[src/rtl/fifo_wr_arbiter_if.sv]
// Bundles the producer request/data/ack lines with the FIFO write port.
// The arbiter uses the slave side. The master side is the environment,
// which means the producers plus the FIFO full flag.
interface fifo_wr_arbiter_if #(
  parameter int N_REQ  = 4,
  parameter int DATA_W = 8
);
  logic [N_REQ-1:0]        req;
  logic [N_REQ*DATA_W-1:0] wdata;
  logic [N_REQ-1:0]        ack;
  logic [N_REQ-1:0]        gnt;
  logic                    fifo_full;
  logic                    fifo_write;
  logic [DATA_W-1:0]       fifo_data_in;
  logic                    busy;

  modport master (
    output req, wdata, fifo_full,
    input  ack, gnt, fifo_write, fifo_data_in, busy
  );

  modport slave (
    input  req, wdata, fifo_full,
    output ack, gnt, fifo_write, fifo_data_in, busy
  );
endinterface

[src/rtl/fifo_wr_arbiter.sv]
// Round-robin write arbiter that shares one FIFO write port among N_REQ producers.
// A grant lasts for a burst of up to BURST_MAX beats. Writes stall while the FIFO is full.
// N_REQ and DATA_W must match the parameters of the connected interface instance.
module fifo_wr_arbiter #(
  parameter int N_REQ     = 4,
  parameter int DATA_W    = 8,
  parameter int BURST_MAX = 4
) (
  input  logic              clk,
  input  logic              rst_,
  fifo_wr_arbiter_if.slave  bus
);
  localparam int IDX_W = (N_REQ > 1) ? $clog2(N_REQ) : 1;
  localparam int CNT_W = (BURST_MAX > 1) ? $clog2(BURST_MAX) : 1;

  typedef enum logic {IDLE, BURST} state_t;

  state_t             r_state, w_state_nxt;
  logic [IDX_W-1:0]   r_owner, w_owner_nxt;
  logic [IDX_W-1:0]   r_last, w_last_nxt;
  logic [CNT_W-1:0]   r_beat_cnt, w_beat_cnt_nxt;

  logic [IDX_W-1:0]   w_pick;
  logic [IDX_W-1:0]   w_idx;
  logic               w_found;
  logic               w_write;
  logic [N_REQ-1:0]   w_ack;
  logic [N_REQ-1:0]   w_gnt;
  logic [DATA_W-1:0]  w_wdata [N_REQ];

  // Split the flat producer data bus into one word per producer.
  generate
    for (genvar gi = 0; gi < N_REQ; gi++) begin : g_unpack
      assign w_wdata[gi] = bus.wdata[gi*DATA_W +: DATA_W];
    end
  endgenerate

  // Round-robin pick: scan from last+1 upward, wrapping around. The previous owner is checked last.
  always_comb begin
    w_pick  = r_last;
    w_found = 1'b0;
    w_idx   = '0;
    for (int k = 1; k <= N_REQ; k++) begin
      w_idx = IDX_W'((int'(r_last) + k) % N_REQ);
      if (!w_found && bus.req[w_idx]) begin
        w_pick  = w_idx;
        w_found = 1'b1;
      end
    end
  end

  // State, owner, last-served and beat counter registers.
  always_ff @(posedge clk or negedge rst_) begin
    if (!rst_) begin
      r_state    <= IDLE;
      r_owner    <= '0;
      r_last     <= IDX_W'(N_REQ - 1);
      r_beat_cnt <= '0;
    end else begin
      r_state    <= w_state_nxt;
      r_owner    <= w_owner_nxt;
      r_last     <= w_last_nxt;
      r_beat_cnt <= w_beat_cnt_nxt;
    end
  end

  // Next-state logic and write strobe. A req drop takes precedence over fifo_full.
  always_comb begin
    w_state_nxt    = r_state;
    w_owner_nxt    = r_owner;
    w_last_nxt     = r_last;
    w_beat_cnt_nxt = r_beat_cnt;
    w_write        = 1'b0;
    w_ack          = '0;
    case (r_state)
      IDLE: begin
        if (|bus.req) begin
          w_owner_nxt    = w_pick;
          w_state_nxt    = BURST;
          w_beat_cnt_nxt = '0;
        end
      end
      BURST: begin
        if (!bus.req[r_owner]) begin
          w_state_nxt = IDLE;
          w_last_nxt  = r_owner;
        end else if (!bus.fifo_full) begin
          w_write        = 1'b1;
          w_ack[r_owner] = 1'b1;
          if (r_beat_cnt == CNT_W'(BURST_MAX - 1)) begin
            w_state_nxt = IDLE;
            w_last_nxt  = r_owner;
          end else begin
            w_beat_cnt_nxt = r_beat_cnt + 1'b1;
          end
        end
      end
      default: begin
        w_state_nxt = IDLE;
      end
    endcase
  end

  // The grant vector follows the registered owner. It is cleared in IDLE.
  always_comb begin
    w_gnt          = '0;
    w_gnt[r_owner] = (r_state == BURST);
  end

  assign bus.ack          = w_ack;
  assign bus.gnt          = w_gnt;
  assign bus.fifo_write   = w_write;
  assign bus.fifo_data_in = w_wdata[r_owner];
  assign bus.busy         = (r_state == BURST);

endmodule
[src/flat_wrapper.sv]
// flat-port wrapper written by rule: the top's interface ports become plain ports
module fifo_wr_arbiter_flat 
#(
  parameter int N_REQ     = 4,
  parameter int DATA_W    = 8,
  parameter int BURST_MAX = 4
)
  (clk, rst_, bus_req, bus_wdata, bus_fifo_full, bus_ack, bus_gnt, bus_fifo_write, bus_fifo_data_in, bus_busy);
  fifo_wr_arbiter_if #(.N_REQ(N_REQ), .DATA_W(DATA_W)) bus_i ();
  input  logic clk;
  input  logic rst_;
  input wire logic [$bits(bus_i.req)-1:0] bus_req;
  input wire logic [$bits(bus_i.wdata)-1:0] bus_wdata;
  input wire logic [$bits(bus_i.fifo_full)-1:0] bus_fifo_full;
  output wire logic [$bits(bus_i.ack)-1:0] bus_ack;
  output wire logic [$bits(bus_i.gnt)-1:0] bus_gnt;
  output wire logic [$bits(bus_i.fifo_write)-1:0] bus_fifo_write;
  output wire logic [$bits(bus_i.fifo_data_in)-1:0] bus_fifo_data_in;
  output wire logic [$bits(bus_i.busy)-1:0] bus_busy;
  assign bus_i.req = bus_req;
  assign bus_i.wdata = bus_wdata;
  assign bus_i.fifo_full = bus_fifo_full;
  assign bus_ack = bus_i.ack;
  assign bus_gnt = bus_i.gnt;
  assign bus_fifo_write = bus_i.fifo_write;
  assign bus_fifo_data_in = bus_i.fifo_data_in;
  assign bus_busy = bus_i.busy;
  fifo_wr_arbiter #(.N_REQ(N_REQ), .DATA_W(DATA_W), .BURST_MAX(BURST_MAX)) u_core (.clk(clk), .rst_(rst_), .bus(bus_i));
endmodule
[config.mk]
export PLATFORM = sky130hd
export DESIGN_NAME = fifo_wr_arbiter_flat
export DESIGN_NICKNAME = d
export VERILOG_FILES = /design/src/rtl/fifo_wr_arbiter_if.sv /design/src/rtl/fifo_wr_arbiter.sv /design/src/flat_wrapper.sv
export SDC_FILE = /design/constraint.sdc
export NUM_CORES = 1
export LEC_CHECK = 0
export ABC_CLOCK_PERIOD_IN_PS = 2600
export BUFFER_PORTS_ARGS = -buffer_cell sky130_fd_sc_hd__buf_2
export CORE_MARGIN = 4
export CORE_UTILIZATION = 44
export CTS_BUF_LIST = sky130_fd_sc_hd__clkbuf_8
export CTS_CLUSTER_SIZE = 25
export DETAILED_ROUTE_END_ITERATION = 12
export GPL_TIMING_DRIVEN = 0
export PLACE_DENSITY = 0.95
export SYNTH_ARGS = -nofsm -noshare
export SYNTH_HDL_FRONTEND = slang
export SYNTH_SLANG_ARGS = --single-unit
export TNS_END_PERCENT = 30
[constraint.sdc]
create_clock -name clk -period 2.6 [get_ports clk]
set_input_delay 0.13 -clock clk [delete_from_list [all_inputs] [get_ports clk]]
set_output_delay 0.13 -clock clk [all_outputs]
set_load 0.1 [all_outputs]
# Word level (Yosys, flattened, before mapping)
# Cells that the tools add are included.
# word_totals
regBits	7
latch_bits	0
mem_bits_rw	0
rom_bits	0
inputBits	39
out_inout_bits	18
elab_cells	78
memories	0
# op_classes
addsub	5
multipliers	0
div_mod_pow	0
order_cmp	7
n_eq_ne	7
shift	0
mux	41
bitwise	3
n_reduce_logical	11
# op_table
cell	count
2-bit 2-to-1 mux	11
8-bit binary-select mux with 2-bit select	1
1-bit 2-to-1 mux	16
8-bit 2-to-1 mux	2
2-bit by 3-bit < comparator with 1-bit output (second input constant)	5
4-bit 2-to-1 mux	3
1-bit binary-select mux with 2-bit select	5
2-bit inequality test (second input constant)	5
2-bit by 1-bit adder with 2-bit output (second input constant)	3
2-bit adder (second input constant)	2
4-bit bitwise AND	1
1-bit logical AND	4
2-bit case mux with 2 select lines	1
4-bit AND reduction	1
4-bit OR reduction	1
3-bit >= comparator (second input constant)	1
1-bit logical NOT	3
2-bit NOT with 3-bit output	1
3-bit AND reduction	1
1-bit demux with 2-bit select	1
2-bit equality test (second input constant)	1
2-bit by 1-bit >= comparator with 1-bit output (second input constant)	1
2-bit by 1-bit inequality test with 1-bit output (second input constant)	1
1-bit case mux with 2 select lines	1
2 further kinds	2

# Depth between registers and ports, before layout
# Gate-level depths: netlist of the first run.
# logic_depth
ltp_word	13
ltp_mapped	5

# Worst setup path before layout of the first run
# OpenSTA, ideal clock, no wires.
# synth_timing
path_type	reg2out
start	reg u_core.r_state (netlist: u_core.bus.busy)
end	out bus_ack[2]
arrival_time_ns	4.166
slack_ns	-1.696
stages_incl_launch_ff	4
cell_sequence	dfrtp_1 -> clkbuf_1 -> nand2_1 -> nor4_1
# synth_between
elab_chain_len	1
# synth_rtl
item	line_no	source
start, declared	fifo_wr_arbiter.sv:18	state_t r_state, w_state_nxt;
start signal, assigned	fifo_wr_arbiter.sv:60	r_state <= w_state_nxt;
4-bit 2-to-1 mux	fifo_wr_arbiter.sv:75	case (r_state)
end, declared	flat_wrapper.sv:15	output wire logic [$bits(bus_i.ack)-1:0] bus_ack;
# Every way passes these cells.

# Final worst setup path of the first run
# layout_timing
start	reg u_core.r_owner[1]
end	out bus_ack[2]
# layout_between
elab_chain_len	7
elab_cells_between_ends	10
classes_between	order compare: 2; mux: 7; reduce/logical: 1
# layout_rtl
item	line_no	source
start, declared	fifo_wr_arbiter.sv:19	logic [IDX_W-1:0] r_owner, w_owner_nxt;
start signal, assigned	fifo_wr_arbiter.sv:61	r_owner <= w_owner_nxt;
2-bit by 3-bit < comparator with 1-bit output (implied by the code) / 2-bit by 1-bit >= comparator with 1-bit output (equally long branches)	fifo_wr_arbiter.sv:89	w_ack[r_owner] = 1'b1;
1-bit logical AND (implied by the code)	fifo_wr_arbiter.sv:89	
1-bit 2-to-1 mux (implied by the code)	fifo_wr_arbiter.sv:89	
1-bit demux with 2-bit select	-	
4-bit 2-to-1 mux	fifo_wr_arbiter.sv:87	end else if (!bus.fifo_full) begin
4-bit 2-to-1 mux *	fifo_wr_arbiter.sv:84	if (!bus.req[r_owner]) begin
4-bit 2-to-1 mux *	fifo_wr_arbiter.sv:75	
# Mark *: on every way between the ends. The rest lies on a longest branch, timed or not. The select of a mux whose other input is x is not followed.

==> results of run 1 <==
synth_stat cells:
cell and instances:
sky130_fd_sc_hd__mux4_2 8, sky130_fd_sc_hd__o21ai_0 6, sky130_fd_sc_hd__dfrtp_1 5, sky130_fd_sc_hd__nor2_1 5, sky130_fd_sc_hd__a21oi_1 3, sky130_fd_sc_hd__and3b_1 3, sky130_fd_sc_hd__mux2_4 3, sky130_fd_sc_hd__mux2i_1 3
sky130_fd_sc_hd__nor2b_1 3, sky130_fd_sc_hd__nor4_1 3, sky130_fd_sc_hd__a22oi_1 2, sky130_fd_sc_hd__clkbuf_1 2, sky130_fd_sc_hd__dfstp_2 2, sky130_fd_sc_hd__inv_1 2, sky130_fd_sc_hd__nand2_1 2, sky130_fd_sc_hd__nand2b_1 2
sky130_fd_sc_hd__o22a_1 2, sky130_fd_sc_hd__o2bb2ai_1 2, sky130_fd_sc_hd__a21o_1 1, sky130_fd_sc_hd__and3_1 1, sky130_fd_sc_hd__buf_2 1, sky130_fd_sc_hd__buf_4 1, sky130_fd_sc_hd__buf_6 1, sky130_fd_sc_hd__ha_1 1
sky130_fd_sc_hd__mux2i_2 1, sky130_fd_sc_hd__nor3b_1 1, sky130_fd_sc_hd__or2b_1 1, sky130_fd_sc_hd__or3_4 1
critical path, stage by stage (launching register included):
cell and delay (ns):
sky130_fd_sc_hd__dfrtp_1 0.33, sky130_fd_sc_hd__buf_6 0.13, sky130_fd_sc_hd__clkbuf_1 0.43, sky130_fd_sc_hd__nand2_1 0.21, sky130_fd_sc_hd__nor4_4 0.16, sky130_fd_sc_hd__buf_2 0.46
cell type report:
| cell class | instances | area share |
|---|---|---|
| Multi-Input combinational cell | 54 | 0.488 |
| Timing Repair Buffer | 57 | 0.260 |
| Sequential cell | 7 | 0.159 |
| Clock buffer | 3 | 0.0370 |
| Buffer | 5 | 0.0280 |
| Tap cell | 16 | 0.0179 |
| Inverter | 2 | 0.00672 |
| Clock inverter | 1 | 0.00336 |
what timing repair did:
item | 4_1_cts | 5_1_grt
buffers inserted | 0 | 0
hold buffers | 1 | 0
hold endpoints to repair | 7 | 0
cells by family after synthesis:
logic type	count (synthesis)
buf+inv	7
mux	15
flops	7
compound gates	16
simple gates	22
fa+ha+maj	1
through the flow:
stage / worst slack [ns] / hold WS [ns] / utilization / cells
2_1_floorplan: -0.499 / -0.166 / - / 68
3_3_place_gp: 0.743 / -0.0301 / 0.689 / 140
3_5_place_dp: 0.702 / -0.0248 / 0.689 / 140
4_1_cts: 0.468 / 0.263 / 0.725 / 145
5_1_grt: 0.345 / 0.294 / 0.725 / 145
6_report: 0.510 / 0.262 / 0.725 / 145
worst min-delay path by stage:
stage,startpoint,end,slack (ns),cells after the start
final,rst_,u_core.bus.busy,0.26,2
after global routing,rst_,u_core.bus.busy,0.29,2
after CTS,rst_,u_core.r_beat_cnt[0],0.26,2
after global placement,rst_,u_core.r_owner[1],-0.03,1
after floorplan,rst_,u_core.bus.busy,-0.17,0
after detailed placement,rst_,u_core.r_beat_cnt[0],-0.02,1
metal layers:
layer	part of all wire	wire (um)
met1	0.38	882
met5	0	0
met3	0.11	244
met4	0.014	33
met2	0.49	1130
registers in the layout, indices dropped and copies added, names as in the netlist:
signal / flops
u_core.bus.busy: 1
u_core.r_beat_cnt: 2
u_core.r_last: 2
u_core.r_owner: 2
==> impl_metrics.tcl, run 1 <==
set metrics [dict create \
    tightestPinTransition_ns 0.540 \
    multi_input_comb_area_um2 546 \
    grt_overflow_total 0 \
    timing.slew.headroom 0.640 \
    mappedNetlistNets 108 \
    setup-tns-final_ns 0 \
    rr_endpoint "u_core.r_beat_cnt[1]" \
    syn_avg_cell_area_um2 10.8 \
    netlist_top_cells_area "sky130_fd_sc_hd__mux4_2, sky130_fd_sc_hd__dfrtp_1, sky130_fd_sc_hd__dfstp_2" \
    critPathLaunchType "flop" \
    drive_above_1_share 0.620 \
    pin_count_of_the_biggest_net_entering_global_routing 11 \
    groute.usage.overall 0.200 \
    route.final.wire_length_um 2300 \
    worst-r2r-setup-slack_ns 0.94 \
    setup-violations-final 0 \
    synthesis.area_um2 736 \
    cts_tree "yes" \
    htreeDepth 1 \
    yosys.area.top_type_share 0.245 \
    yosys-mux-area-fraction 0.366 \
    rsz_0062_raised_after_global_routing "false" \
    grt_busiest_layer "met2" \
    hold_path.class "input pin to asynchronous set/reset pin" \
    route.vias.total 842 \
    combinational_family_with_the_most_area_after_synthesis "multiplexers" \
    worst_setup_path_category "flop to output port" \
    timing.final.crit_share 0.804 \
    drc 0 \
    dpl_cell_area_um2 1060 \
    ff2ff_path_depth 5 \
    ant_nets 0 \
    synth_simple_gate_area_frac 0.184 \
    route.detailed.vias_per_inst 5.81 \
    synth_compound_area_frac 0.139 \
    final_net_count 170 \
    flow.area_growth_from_synthesis_pct 51.9 \
    fp.dieH_um 48.9 \
    wire_length_of_the_first_global_routing_pass_um 3880 \
    num_rows 14 \
    cts_max_path_buffers 2 \
    run_status "complete, no violations" \
    yosysTopAreaCell "sky130_fd_sc_hd__mux4_2" \
    worstPathArrival_ns 1.96 \
    timing_hold_violations_final 0 \
    drt_iter0_drc 6 \
    place.port_buffers 56 \
    critical_path.endpoint_type "output port" \
    finalWeightedCongestion 0.898 \
    postSynthRegisterBits 7 \
    gr-usage-met1 0.208 \
    grt_use_met3 0.0612 \
    finish.instance_area_um2 1120 \
    placeableCoreArea_um2 1540 \
    maxCapViolCount 0 \
    critPathCapture "bus_ack[2]" \
    synth_adder_area_share 0.0170 \
    worst-path-max-fanout 10 \
    seq_area_um2 178 \
    synth_cells 68 \
    detailedPlacementHpwl_um 1900 \
    period_needed_ns 2.09 \
    cts.sink_count 7 \
    worst_setup_hold_path_clk_slew_ns 0.04 \
    grt_pass1_vias 858 \
    cts-resized-gates 0 \
    critPathLaunch "u_core.r_owner[1]" \
    timing_max_transition_violations_final 0 \
    worstPathRequired_ns 2.47 \
    grt.met2_usage 0.361 \
    dieArea_um2 2390 \
    cts_buffers 3 \
    final_cell_mix "sky130_fd_sc_hd__buf_2, sky130_fd_sc_hd__mux4_2, sky130_fd_sc_hd__o21ai_0" \
    initial_core_util 0.477 \
    cts_root_buf "sky130_fd_sc_hd__clkbuf_8" \
    grt_antenna_before_repair 0 \
    sequential_share_of_the_synthesized_area 0.241 \
    post_synth_cell_types 28 \
    clk_latency_ns 0.23 \
    drt_first_pass_iters 4 \
    ys.warnings.count 0 \
    antennaDiodeCount 0 \
    max_freq_mhz 479 \
    clock_skew_ns 0.00276 \
    die_x_um 48.9 \
    layout_commonest_cell "sky130_fd_sc_hd__buf_2" \
    post_drt_wl_per_cell_um 15.8 \
    fillers 132 \
    yosys.area_share.xor_xnor 0 \
    crit-reg2reg-launch "u_core.r_owner[1]" \
    pin_count 57 \
]
Power of run 1 is left out: the tool's default activity adds up to more than one toggle a clock period on the data nets, which glitch-free logic cannot reach.
==> run 2: changes to the inputs <==
--- a/config.mk
+++ b/config.mk
@@ -5,15 +5,16 @@
 export SDC_FILE = /design/constraint.sdc
 export NUM_CORES = 1
 export LEC_CHECK = 0
-export ABC_CLOCK_PERIOD_IN_PS = 2600
+export ABC_AREA = 1
+export ABC_CLOCK_PERIOD_IN_PS = 2200
 export BUFFER_PORTS_ARGS = -buffer_cell sky130_fd_sc_hd__buf_2
 export CORE_MARGIN = 4
-export CORE_UTILIZATION = 44
+export CORE_UTILIZATION = 41
 export CTS_BUF_LIST = sky130_fd_sc_hd__clkbuf_8
 export CTS_CLUSTER_SIZE = 25
 export DETAILED_ROUTE_END_ITERATION = 12
 export GPL_TIMING_DRIVEN = 0
-export PLACE_DENSITY = 0.95
+export PLACE_DENSITY = 0.89
 export SYNTH_ARGS = -nofsm -noshare
 export SYNTH_HDL_FRONTEND = slang
 export SYNTH_SLANG_ARGS = --single-unit
==> constraint.sdc (replaced) <==
create_clock -name clk -period 2.2 [get_ports clk]
set_input_delay 0.11 -clock clk [delete_from_list [all_inputs] [get_ports clk]]
set_output_delay 0.11 -clock clk [all_outputs]
set_load 0.1 [all_outputs]
==> run 2 against run 1 <==
Against the previous run: via count up 38%; sequential share of layout area down 0.70 points; clock-buffer cell count unchanged; global-route usage down 0.16 points; critical path depth up 2; critical path type unchanged; critical endpoint is now bus_ack[1].
==> impl_metrics.tcl, run 2 <==
set metrics [dict create \
    run_status "complete, no violations" \
    groute.usage.overall 0.198 \
    dieArea_um2 2660 \
    worst-path-max-fanout 10 \
    period_needed_ns 2.09 \
    timing_max_transition_violations_final 0 \
    post_drt_wl_per_cell_um 11.5 \
    route.detailed.vias_per_inst 5.22 \
    flow.area_growth_from_synthesis_pct 50.4 \
    htreeDepth 1 \
    count_of_flip_flops_with_a_built_in_enable_after_synthesis 0 \
    cts_setup_buffers 0 \
    cts_root_buf "sky130_fd_sc_hd__clkbuf_8" \
    timing_hold_violations_final 0 \
    ys.warnings.count 0 \
    max_freq_mhz 480 \
    sequential_share_of_the_synthesized_area 0.229 \
    fin_util 0.662 \
    yosysTopAreaCell "sky130_fd_sc_hd__nand2_1" \
    worstPathRequired_ns 2.09 \
    worst_setup_hold_path_clk_slew_ns 0.04 \
    post_synth_cell_types 21 \
    cts_max_path_buffers 2 \
    grt_pass1_vias 1048 \
    critical_path.max_stage_delay_ns 0.42 \
    drt_first_pass_iters 4 \
    finalWeightedCongestion 0.757 \
    drc 0 \
    synth.cells.most_frequent "sky130_fd_sc_hd__nand2_1, sky130_fd_sc_hd__nand3_1, sky130_fd_sc_hd__nor2_1, sky130_fd_sc_hd__a22oi_1, sky130_fd_sc_hd__inv_1" \
    synthArstFlopShare 1.00 \
    num_rows 15 \
    layout_top_registers "u_core.r_beat_cnt (2), u_core.r_last (2), u_core.r_owner (2)" \
    ant_nets 0 \
    cts_buffers 3 \
    mappedNetlistNets 176 \
    timing.critical_path.slowest_stage_cell "sky130_fd_sc_hd__buf_2" \
    post-synth-top-count-cell "sky130_fd_sc_hd__nand2_1" \
    clock_skew_ns 0.000261 \
    timing.slew.headroom 0.672 \
    critPathLaunchType "flop" \
    maxCapViolCount 0 \
    tightestPinTransition_ns 0.496 \
    crit_chain "inv_1 > nor2_2 > nand2_1 > nand4_1 > nand2_2 > nor2_4 > buf_2" \
    pin_count 57 \
    final_cell_mix "sky130_fd_sc_hd__buf_2, sky130_fd_sc_hd__nand2_1, sky130_fd_sc_hd__nand3_1" \
    detailedPlace.worstSlack_ns 0.370 \
    final_critical_path_setup_slack_ns 0.115 \
    final_net_count 238 \
    yosys.area.top_type_share 0.251 \
    worst_setup_path_category "flop to output port" \
    ys_dominant_reg_cell "sky130_fd_sc_hd__dfrtp_1" \
    route.vias.total 1165 \
    grt_overflow_total 0 \
    syn_avg_cell_area_um2 5.71 \
    synth_cells 136 \
    die_x_um 51.5 \
    critical_path.endpoint_type "output port" \
    timing.final.crit_share 0.948 \
    fp.dieH_um 51.5 \
    hold_path.class "input pin to flop" \
    place.port_buffers 56 \
    layout_commonest_cell "sky130_fd_sc_hd__buf_2" \
    grt_antenna_before_repair 0 \
    dpl_cell_area_um2 1100 \
    route.final.wire_length_um 2570 \
    clk_latency_ns 0.23 \
    setup-tns-final_ns 0 \
    wire_length_of_the_first_global_routing_pass_um 4030 \
    synthesis.area_um2 777 \
    detailedPlacementHpwl_um 2060 \
    pin_count_of_the_biggest_net_entering_global_routing 11 \
    cts_tree "yes" \
    worst-path-buf-inv 2 \
    netlist_top_cells_area "sky130_fd_sc_hd__nand2_1, sky130_fd_sc_hd__dfrtp_1, sky130_fd_sc_hd__nand3_1" \
    initial_core_util 0.440 \
    cts.sink_count 7 \
    setup-violations-final 0 \
    placeableCoreArea_um2 1760 \
    drt_iter0_drc 27 \
    finish.instance_area_um2 1170 \
    worstPathArrival_ns 1.98 \
    postSynthRegisterBits 7 \
    drive_above_1_share 0.386 \
    crit_family "simple AND/OR/NAND/NOR gates" \
]
==> run 2: cell types whose count changed in the layout (fill, tap and decap cells not counted), moves of 4 or more <==
cell,before,now
sky130_fd_sc_hd__a22oi_1,2,8
sky130_fd_sc_hd__buf_2,57,53
sky130_fd_sc_hd__inv_1,3,9
sky130_fd_sc_hd__mux4_2,8,0
sky130_fd_sc_hd__nand2_1,2,52
sky130_fd_sc_hd__nand3_1,0,25
sky130_fd_sc_hd__nor2_2,0,5
==> run 2: final cells by class <==
cell class | count | area (um^2)
clock inverters | 1 | 3.75
diodes | 1 | 2.50
fillers | 163 | 596
plain buffers | 3 | 15.0
multi-input cells | 114 | 553
repair buffers | 57 | 298
clock buffers | 3 | 41.3
inverters | 12 | 46.3
well taps | 25 | 31.3
flip-flops and latches | 7 | 178
==> run 2: repair_timing <==
item,CTS,global route
hold endpoints to repair,7,0
hold buffers,1,0
setup endpoints to repair,0,3
resized for setup,0,3
==> run 2: cells by family (layout without fill, tap and decap cells) <==
group                      count (synthesis)  count (layout)  synth area share
and+or+nand+nor                           94              94             0.519
adders and majority gates                  1               1            0.0161
DFF                                        7               7             0.229
other                                      0               1                 0
AOI/OAI and AO/OA                         18              18             0.147
xor gates and xnor gates                   1               1            0.0113
buffers and inverters                     15              76            0.0789
==> run 2: path summary, 6_finish.rpt <==
path / startpoint / endpoint / slack [ns] / depth (start not counted)
min in group asynchronous: rst_ / u_core.r_beat_cnt[0] / 0.28 / 2
max in group asynchronous: rst_ / u_core.r_last[0] / 1.69 / 2
hold reg to reg: u_core.r_beat_cnt[1] / u_core.r_beat_cnt[1] / 0.51 / 2
setup reg to reg: u_core.r_owner[1] / u_core.r_beat_cnt[1] / 0.57 / 9
setup / recovery: u_core.r_owner[1] / bus_ack[1] / 0.11 / 7
hold / removal: bus_fifo_full / u_core.bus.busy / 0.22 / 3
==> run 2: worst register-to-register path: cells and delay by family, from the launching register on <==
kind | cells | cell delay (ns)
and+or+nand+nor | 7 | 0.95
DFF | 1 | 0.38
buffers and inverters | 2 | 0.18
==> run 2: through the flow <==
stage	hold WS (ns)	std cells
floorplan	-0.186	136
global placement	-0.0570	217
detailed placement	-0.0517	217
CTS	0.212	222
global route	0.258	222
finish	0.220	223
==> run 2: per-layer routing <==
layer	wire [um]	global-route usage	up-vias
met5	0	0	-
met4	94	0.153	0
met3	198	0.0201	9
met2	1350	0.347	53
met1	929	0.217	524
li1	-	-	579
Power of run 2 is left out for the same reason.
==> run 3: changes to the inputs <==
--- a/config.mk
+++ b/config.mk
@@ -5,11 +5,11 @@
 export SDC_FILE = /design/constraint.sdc
 export NUM_CORES = 1
 export LEC_CHECK = 0
-export ABC_AREA = 1
+export ABC_AREA = 0
 export ABC_CLOCK_PERIOD_IN_PS = 2200
 export BUFFER_PORTS_ARGS = -buffer_cell sky130_fd_sc_hd__buf_2
 export CORE_MARGIN = 4
-export CORE_UTILIZATION = 41
+export CORE_UTILIZATION = 40
 export CTS_BUF_LIST = sky130_fd_sc_hd__clkbuf_8
 export CTS_CLUSTER_SIZE = 25
 export DETAILED_ROUTE_END_ITERATION = 12
==> run 3 against run 2 <==
Against the previous run: fmax grew 5.7%; critical path type unchanged; die area shrank 2.5%; design area is 2.0% lower; first-iteration DRC count down 56%; largest cell class unchanged; final cell count fell by 31%; wire length shrank 6.0%; hold slack better by 0.028 ns; highest routed layer unchanged; register-to-register slack got worse by 0.14 ns; non-clock buffer count up 1.
==> impl_metrics.tcl, run 3 (same netlist as run 1, synthesis figures left out) <==
set metrics [dict create \
    cts_tree "yes" \
    crit_chain "buf_4 > buf_2 > mux4_2 > buf_2" \
    flow.area_growth_from_synthesis_pct 55.6 \
    timing.final.crit_share 0.897 \
    period_needed_ns 1.97 \
    maxCapViolCount 0 \
    cts.sink_count 7 \
    num_rows 15 \
    layout_top_registers "u_core.r_beat_cnt (2), u_core.r_last (2), u_core.r_owner (2)" \
    critPathLaunchType "flop" \
    timing_hold_violations_final 0 \
    hold_path.class "input pin to asynchronous set/reset pin" \
    timing.slew.headroom 0.671 \
    drt_first_pass_iters 4 \
    rr_endpoint "u_core.r_beat_cnt[1]" \
    grt_antenna_before_repair 0 \
    tightestPinTransition_ns 0.497 \
    critPathLaunch "u_core.r_owner[0]" \
    cts_root_buf "sky130_fd_sc_hd__clkbuf_8" \
    clk_latency_ns 0.23 \
    layout_commonest_cell "sky130_fd_sc_hd__buf_2" \
    fp.dieH_um 50.9 \
    run_status "complete, no violations" \
    critical_path.max_stage_delay_ns 0.53 \
    timing.critical_path.slowest_stage_cell "sky130_fd_sc_hd__mux4_2" \
    detailedPlacementHpwl_um 2060 \
    drc 0 \
    cts-resized-gates 0 \
    finalWeightedCongestion 0.755 \
    worst_setup_hold_path_clk_slew_ns 0.04 \
    timing_max_transition_violations_final 0 \
    drt_iter0_drc 12 \
    route.vias.total 830 \
    drive_above_1_share 0.680 \
    die_x_um 50.9 \
    ant_nets 0 \
    worst-r2r-setup-slack_ns 0.43 \
    critical_path.endpoint_type "output port" \
    cts_max_path_buffers 2 \
    htreeDepth 1 \
    dieArea_um2 2590 \
    pin_count_of_the_biggest_net_entering_global_routing 11 \
    worst_setup_path_category "flop to output port" \
    max_freq_mhz 507 \
    final_cell_mix "sky130_fd_sc_hd__buf_2, sky130_fd_sc_hd__mux4_2, sky130_fd_sc_hd__o21ai_0" \
    final_net_count 169 \
    groute.usage.overall 0.211 \
    initial_core_util 0.426 \
    pin_count 57 \
    place.port_buffers 56 \
    cts_buffers 3 \
    critPathCapture "bus_fifo_data_in[5]" \
    clock_skew_ns 0.00231 \
    worstPathArrival_ns 1.86 \
    final_critical_path_setup_slack_ns 0.228 \
    route.detailed.vias_per_inst 5.42 \
    worst-path-max-fanout 10 \
    grt_pass1_vias 899 \
    critPathMostFrequentCell "sky130_fd_sc_hd__buf_2" \
    wire_length_of_the_first_global_routing_pass_um 4150 \
    antennaDiodeCount 0 \
    ff2ff_path_depth 5 \
    crit-reg2reg-launch "u_core.r_owner[1]" \
    placeableCoreArea_um2 1730 \
    grt_overflow_total 0 \
    detailedPlace.worstSlack_ns 0.271 \
    post_drt_wl_per_cell_um 15.8 \
    route.final.wire_length_um 2420 \
    setup-violations-final 0 \
    rsz_0062_raised_after_global_routing "false" \
    worstPathRequired_ns 2.09 \
]
## run 3: cell types whose count changed in the layout (fill, tap and decap cells not counted), moves of 4 or more
cell / previous run / this run
sky130_fd_sc_hd__a22oi_1: 8 / 2
sky130_fd_sc_hd__nor2_1: 7 / 3
sky130_fd_sc_hd__buf_2: 53 / 57
sky130_fd_sc_hd__nand3_1: 25 / 0
sky130_fd_sc_hd__inv_1: 9 / 3
sky130_fd_sc_hd__mux4_2: 0 / 8
sky130_fd_sc_hd__nand2_1: 52 / 2
## run 3: routing by layer
layer / wire length [um] / global-route usage
met5: 0 / 0
met2: 1200 / 0.389
met4: 29 / 0.0807
met3: 315 / 0.0554
met1: 869 / 0.230
## run 3: cell type report
type	instances	area (um^2)
plain buffers	4	27.5
flip-flops and latches	7	179
repair buffers	57	290
inverters	2	7.51
well taps	25	31.3
clock inverters	1	3.75
fillers	153	582
clock buffers	3	41.3
multi-input cells	54	564
## run 3: timing repair
item | in CTS | in global routing
setup endpoints to repair | 0 | 2
buffers inserted | 0 | 0
hold buffers | 1 | 0
hold endpoints to repair | 7 | 0
## run 3: through the flow
step / util / cell area [um^2] / std cells / TNS, ns / hold slack (ns)
6_report: 0.663 / 1140 / 153 / 0 / 0.249
2_1_floorplan: - / 782 / 68 / -0.156 / -0.186
3_3_place_gp: 0.633 / 1090 / 149 / 0 / -0.0486
5_1_grt: 0.663 / 1140 / 153 / 0 / 0.287
4_1_cts: 0.665 / 1150 / 154 / 0 / 0.243
3_5_place_dp: 0.633 / 1090 / 149 / 0 / -0.0467
## run 3: worst max-delay path, delay by kind of cell (launching register included)
kind,cells,cell delay (ns)
buffers and inverters,3,0.78
DFF,1,0.31
muxes,1,0.53
## run 3: how the worst min path moves through the flow
stage | to | slack [ns] | from | depth (start not counted)
2_1_floorplan | u_core.bus.busy | -0.19 | rst_ | 0
3_3_place_gp | u_core.r_owner[0] | -0.05 | rst_ | 1
3_5_place_dp | u_core.r_owner[1] | -0.05 | rst_ | 1
4_1_cts | u_core.r_beat_cnt[0] | 0.24 | rst_ | 2
5_1_grt | u_core.r_beat_cnt[0] | 0.29 | rst_ | 2
6_report | u_core.r_beat_cnt[0] | 0.25 | rst_ | 2
Power of run 3 is left out for the same reason.
